<file path="src/rtl/mem_port_arbiter.sv">
// Shares one memory port between instruction fetch and the LSU, with at most one transaction in flight.
// Optional macro ARB_ROUND_ROBIN_EN: alternate between simultaneous requesters instead of fixed LSU priority.
module mem_port_arbiter #(
  parameter int unsigned RESP_TIMEOUT = 16
) (
  input  logic        clock,
  input  logic        reset,
  input  logic        if_req_i,
  input  logic [31:0] if_addr_i,
  output logic        if_gnt_o,
  output logic        if_rvalid_o,
  output logic [31:0] if_rdata_o,
  output logic        if_err_o,
  input  logic        lsu_req_i,
  input  logic        lsu_we_i,
  input  logic [31:0] lsu_addr_i,
  input  logic [31:0] lsu_wdata_i,
  output logic        lsu_gnt_o,
  output logic        lsu_rvalid_o,
  output logic [31:0] lsu_rdata_o,
  output logic        lsu_err_o,
  output logic        mem_req_o,
  output logic        mem_we_o,
  output logic [31:0] mem_addr_o,
  output logic [31:0] mem_wdata_o,
  input  logic        mem_gnt_i,
  input  logic        mem_rvalid_i,
  input  logic [31:0] mem_rdata_i,
  output logic [1:0]  dbg_state
);

  // Handshake: a requester holds req and its fields until the cycle its gnt is high;
  // the memory side accepts mem_req_o in any cycle mem_gnt_i is high, and a response
  // (rvalid) is a single-cycle pulse that is only meaningful while in S_WAIT.

  typedef enum logic [1:0] {
    S_IDLE  = 2'd0,
    S_ISSUE = 2'd1,
    S_WAIT  = 2'd2
  } state_t;

  localparam logic [7:0] TIMEOUT_CNT = 8'(RESP_TIMEOUT);

  state_t      state;
  logic        owner_lsu;
  logic        we_q;
  logic [31:0] addr_q;
  logic [31:0] wdata_q;
  logic [7:0]  wait_cnt;

  logic        any_req;
  logic        capture;
  logic        pick_lsu;
  logic        in_issue;
  logic        in_wait;
  logic        timeout_hit;
  logic        gnt_fire;
  logic        rsp_fire;
  logic        rsp_err;
  logic [31:0] rsp_data;

  assign any_req = if_req_i | lsu_req_i;
  assign capture = (state == S_IDLE) & any_req;

`ifdef ARB_ROUND_ROBIN_EN
  logic rr_lsu;

  // Pointer names the requester that wins the next tie; it moves off every winner.
  always_ff @(posedge clock) begin
    if (reset) begin
      rr_lsu <= 1'b1;
    end else if (capture) begin
      rr_lsu <= ~pick_lsu;
    end
  end

  assign pick_lsu = lsu_req_i & (~if_req_i | rr_lsu);
`else
  assign pick_lsu = lsu_req_i;
`endif

  always_ff @(posedge clock) begin
    if (reset) begin
      state     <= S_IDLE;
      owner_lsu <= 1'b0;
      we_q      <= 1'b0;
      addr_q    <= '0;
      wdata_q   <= '0;
      wait_cnt  <= '0;
    end else begin
      case (state)
        S_IDLE: begin
          if (any_req) begin
            owner_lsu <= pick_lsu;
            we_q      <= pick_lsu & lsu_we_i;
            addr_q    <= pick_lsu ? lsu_addr_i : if_addr_i;
            wdata_q   <= pick_lsu ? lsu_wdata_i : 32'h0;
            state     <= S_ISSUE;
          end
        end
        S_ISSUE: begin
          if (mem_gnt_i) begin
            wait_cnt <= '0;
            state    <= S_WAIT;
          end
        end
        S_WAIT: begin
          if (mem_rvalid_i || timeout_hit) begin
            state <= S_IDLE;
          end else begin
            wait_cnt <= wait_cnt + 8'd1;
          end
        end
        default: state <= S_IDLE;
      endcase
    end
  end

  assign in_issue    = (state == S_ISSUE);
  assign in_wait     = (state == S_WAIT);
  assign timeout_hit = (wait_cnt == TIMEOUT_CNT);

  assign mem_req_o   = in_issue;
  assign mem_we_o    = in_issue & we_q;
  assign mem_addr_o  = in_issue ? addr_q : 32'h0;
  assign mem_wdata_o = in_issue ? wdata_q : 32'h0;

  // A real response in the timeout cycle takes precedence over the error.
  assign gnt_fire = in_issue & mem_gnt_i;
  assign rsp_fire = in_wait & (mem_rvalid_i | timeout_hit);
  assign rsp_err  = in_wait & ~mem_rvalid_i & timeout_hit;
  assign rsp_data = (in_wait & mem_rvalid_i) ? mem_rdata_i : 32'h0;

  assign if_gnt_o     = gnt_fire & ~owner_lsu;
  assign if_rvalid_o  = rsp_fire & ~owner_lsu;
  assign if_err_o     = rsp_err & ~owner_lsu;
  assign if_rdata_o   = owner_lsu ? 32'h0 : rsp_data;

  assign lsu_gnt_o    = gnt_fire & owner_lsu;
  assign lsu_rvalid_o = rsp_fire & owner_lsu;
  assign lsu_err_o    = rsp_err & owner_lsu;
  assign lsu_rdata_o  = owner_lsu ? rsp_data : 32'h0;

  assign dbg_state = state;

endmodule

</file>
<file path="config.mk">
export PLATFORM = sky130hd
export DESIGN_NAME = mem_port_arbiter
export DESIGN_NICKNAME = d
export VERILOG_FILES = /design/src/rtl/mem_port_arbiter.sv
export SDC_FILE = /design/constraint.sdc
export NUM_CORES = 1
export LEC_CHECK = 0
export ABC_AREA = 1
export CORE_UTILIZATION = 40
export CTS_CLUSTER_DIAMETER = 150
export DETAILED_ROUTE_END_ITERATION = 12
export GPL_TIMING_DRIVEN = 0
export PLACE_DENSITY = 0.86
export SKIP_CTS_REPAIR_TIMING = 1
export SLEW_MARGIN = 0
export SYNTH_ARGS = -nofsm -noshare
export SYNTH_HDL_FRONTEND = slang
export SYNTH_SLANG_ARGS = --single-unit
export TNS_END_PERCENT = 10
</file>
<file path="constraint.sdc">
create_clock -name clock -period 2.65 [get_ports clock]
set_input_delay 0.53 -clock clock [delete_from_list [all_inputs] [get_ports clock]]
set_output_delay 0.53 -clock clock [all_outputs]
set_load 0.02 [all_outputs]
</file>
==> results_dict.tcl <==
set metrics [dict create \
    synth_seq_area_share_pct 35.5 \
    clk_path_buf_depth 2 \
    drv_cap 0 \
    cp.required_ps 2120 \
    synth-seq-cells 76 \
    critPathSlowestCell "clkdlybuf4s50_1" \
    clkTransAtPathRegs_ps 70 \
    powerDensity_mw_per_mm2 414 \
    postSynthAreaPerCell_um2 6.03 \
    critPathTopFamily "buffers and inverters" \
    finalCriticalPeriod_ps 2660 \
    cts.sinks 76 \
    core_area_mm2 0.0104 \
    reg2reg_depth 9 \
    wl_per_cell_um 14.0 \
    regToRegSetupSlack_ps 900 \
    fillerInstances 850 \
    finalNetCount 1129 \
    worst-path-buf-inv 4 \
    cp.depth 5 \
    cp_max_fo 10 \
    fp.dieH_um 105 \
    grt_max_degree 14 \
    track_usage_pct 26.8 \
    fin_util_pct 74.5 \
    syn2layout_area_growth_pct 80.4 \
    rr_endpoint "wait_cnt[1]" \
    first_global_vias 5075 \
    tightestPinTransition_ps 545 \
    overflow 0 \
    ant_nets 0 \
    critPathMaxStageDelay_ps 620 \
    synthArstFlopShare_pct 0 \
    syn_area_mm2 0.00428 \
    path_cells "buf_2, clkinvlp_4, clkbuf_1, nor2_1, clkdlybuf4s50_1" \
    slew_violations 0 \
    place.port_buffers 271 \
    drive_gt1_share_pct 4.91 \
    layout_common_cells "148 x clkdlybuf4s50_1, 144 x inv_1, 119 x dlymetal6s2s_1" \
    period_share_pct 100 \
    setup_ws_ps -6.65 \
    antenna_found_initial 0 \
    worstSetupPathType "flip-flop to output port" \
    clock_latency_ps 350 \
    total_power_mw 3.20 \
    cp-start-kind "flip-flop" \
    row_count 37 \
    outcome "finished with violations" \
    synth_cell_types 21 \
    die_area_mm2 0.0111 \
    synth_edf_count 0 \
    cts_made_buffers 9 \
    yosysWarnings 0 \
    endpoint_kind "output port" \
    cts_tree "yes" \
    drtPass1Iterations 5 \
    ios 273 \
    syn_nets 847 \
    cts.htree.levels 3 \
    setup_violations 1 \
    drt_iter0_markers 256 \
    rsz0062_at_grt "yes" \
    cts-root-buf "clkbuf_8" \
    crit_arrival_ps 2130 \
    violations "negative setup slack" \
    die_x_um 105 \
    crit_start "owner_lsu" \
    regToRegStartpoint "wait_cnt[0]" \
    diodes 0 \
    route.detailed.drc 0 \
    hp-class "flip-flop to flip-flop" \
    grt_pass1_wl_mm 23.8 \
    vias 5511 \
    final_common_cell "clkdlybuf4s50_1" \
    synth_cells 710 \
    routed_wl_mm 15.8 \
    cp-endpoint "lsu_gnt_o" \
    ir_worst_vdd_mv 0.328 \
    p_leak_nw 5.14 \
    start_util_pct 41.3 \
    synthFlopType "dfxtp_1" \
    hold_viol 0 \
    gp_congestion 0.887 \
    fmax_mhz 376 \
    max_slew_margin_pct 63.6 \
    post-dp-hpwl_mm 11.9 \
    vias_per_cell 4.86 \
    skew_ps 10.1 \
]
-- where the power goes --
group          leakage, nW  internal, mW  switching, mW
Clock                0.120         0.628          0.435
Combinational         4.39         0.392          0.472
Sequential           0.625          1.23         0.0362
Total                 5.14          2.25          0.943
-- layer usage --
layer,GRT usage [%],vias up,share of wire [%]
li1,-,2775,-
met1,29.0,2467,38
met2,49.2,229,51
met3,6.25,40,7.6
met4,12.2,0,3.5
met5,0,-,0
-- Yosys cell counts, types with 2 or more instances --
library cell / n / area [µm²]
nor3_1: 65 / 325
inv_1: 144 / 541
nor2_1: 86 / 323
buf_1: 2 / 7.51
buf_6: 2 / 22.5
buf_2: 5 / 25.0
dfxtp_1: 76 / 1520
ha_1: 2 / 25.0
a21oi_1: 74 / 370
o21ai_1: 3 / 15.0
clkbuf_1: 41 / 154
nand2_1: 97 / 364
nand3_1: 40 / 200
buf_4: 2 / 15.0
nor3b_1: 2 / 15.0
o21ai_0: 64 / 320
-- registers in the layout, indices dropped and copies added (netlist names) --
register   flops
wait_cnt       8
addr_q        32
wdata_q       32
dbg_state      2
we_q           1
owner_lsu      1
-- cell type report --
cell class	instances	area [µm²]	area share (%)
Buffer	52	238	3.08
Clock buffer	10	128	1.65
Clock inverter	6	113	1.46
Inverter	146	552	7.14
Multi-Input combinational cell	436	2010	26.0
Sequential cell	76	1520	19.7
Tap cell	136	170	2.20
Timing Repair Buffer	271	2990	38.7
-- through the flow --
| step | instance area (µm²) | TNS [ps] | worst slack (ps) | hold WS (ps) | cells |
|---|---|---|---|---|---|
| floorplan | 4280 | 0 | 358 | 430 | 710 |
| global placement | 7170 | -14780 | -496 | 440 | 1117 |
| detailed placement | 7170 | -15150 | -508 | 444 | 1117 |
| CTS | 7410 | -41480 | -652 | 455 | 1133 |
| global route | 7720 | -1330 | -171 | 474 | 1133 |
| finish | 7720 | -6.65 | -6.65 | 452 | 1133 |
-- cell families (layout without fill, tap and decap cells) --
logic type,count (synthesis),after routing,share of synthesized area [%]
AOI/OAI and AO/OA,143,143,16.8
buffers and inverters,198,485,18.0
adders and majority gates,2,2,0.584
DFF,76,76,35.5
and+or+nand+nor,291,291,29.0
-- how the worst min path moves through the flow --
stage	start	endpoint	slack, ps	cells past startpoint
final	addr_q[31]	addr_q[31]	450	2
after global routing	addr_q[18]	addr_q[18]	470	2
after CTS	addr_q[31]	addr_q[31]	460	2
after detailed placement	addr_q[31]	addr_q[31]	440	2
after global placement	addr_q[31]	addr_q[31]	440	2
after floorplan	addr_q[0]	addr_q[0]	430	2
-- worst min-delay path, cell delays in order, from the launching register on --
cell and delay (ps):
dfxtp_1 300, inv_1 60, a21oi_1 50
No activity file was read; power rests on OpenSTA's default activity.
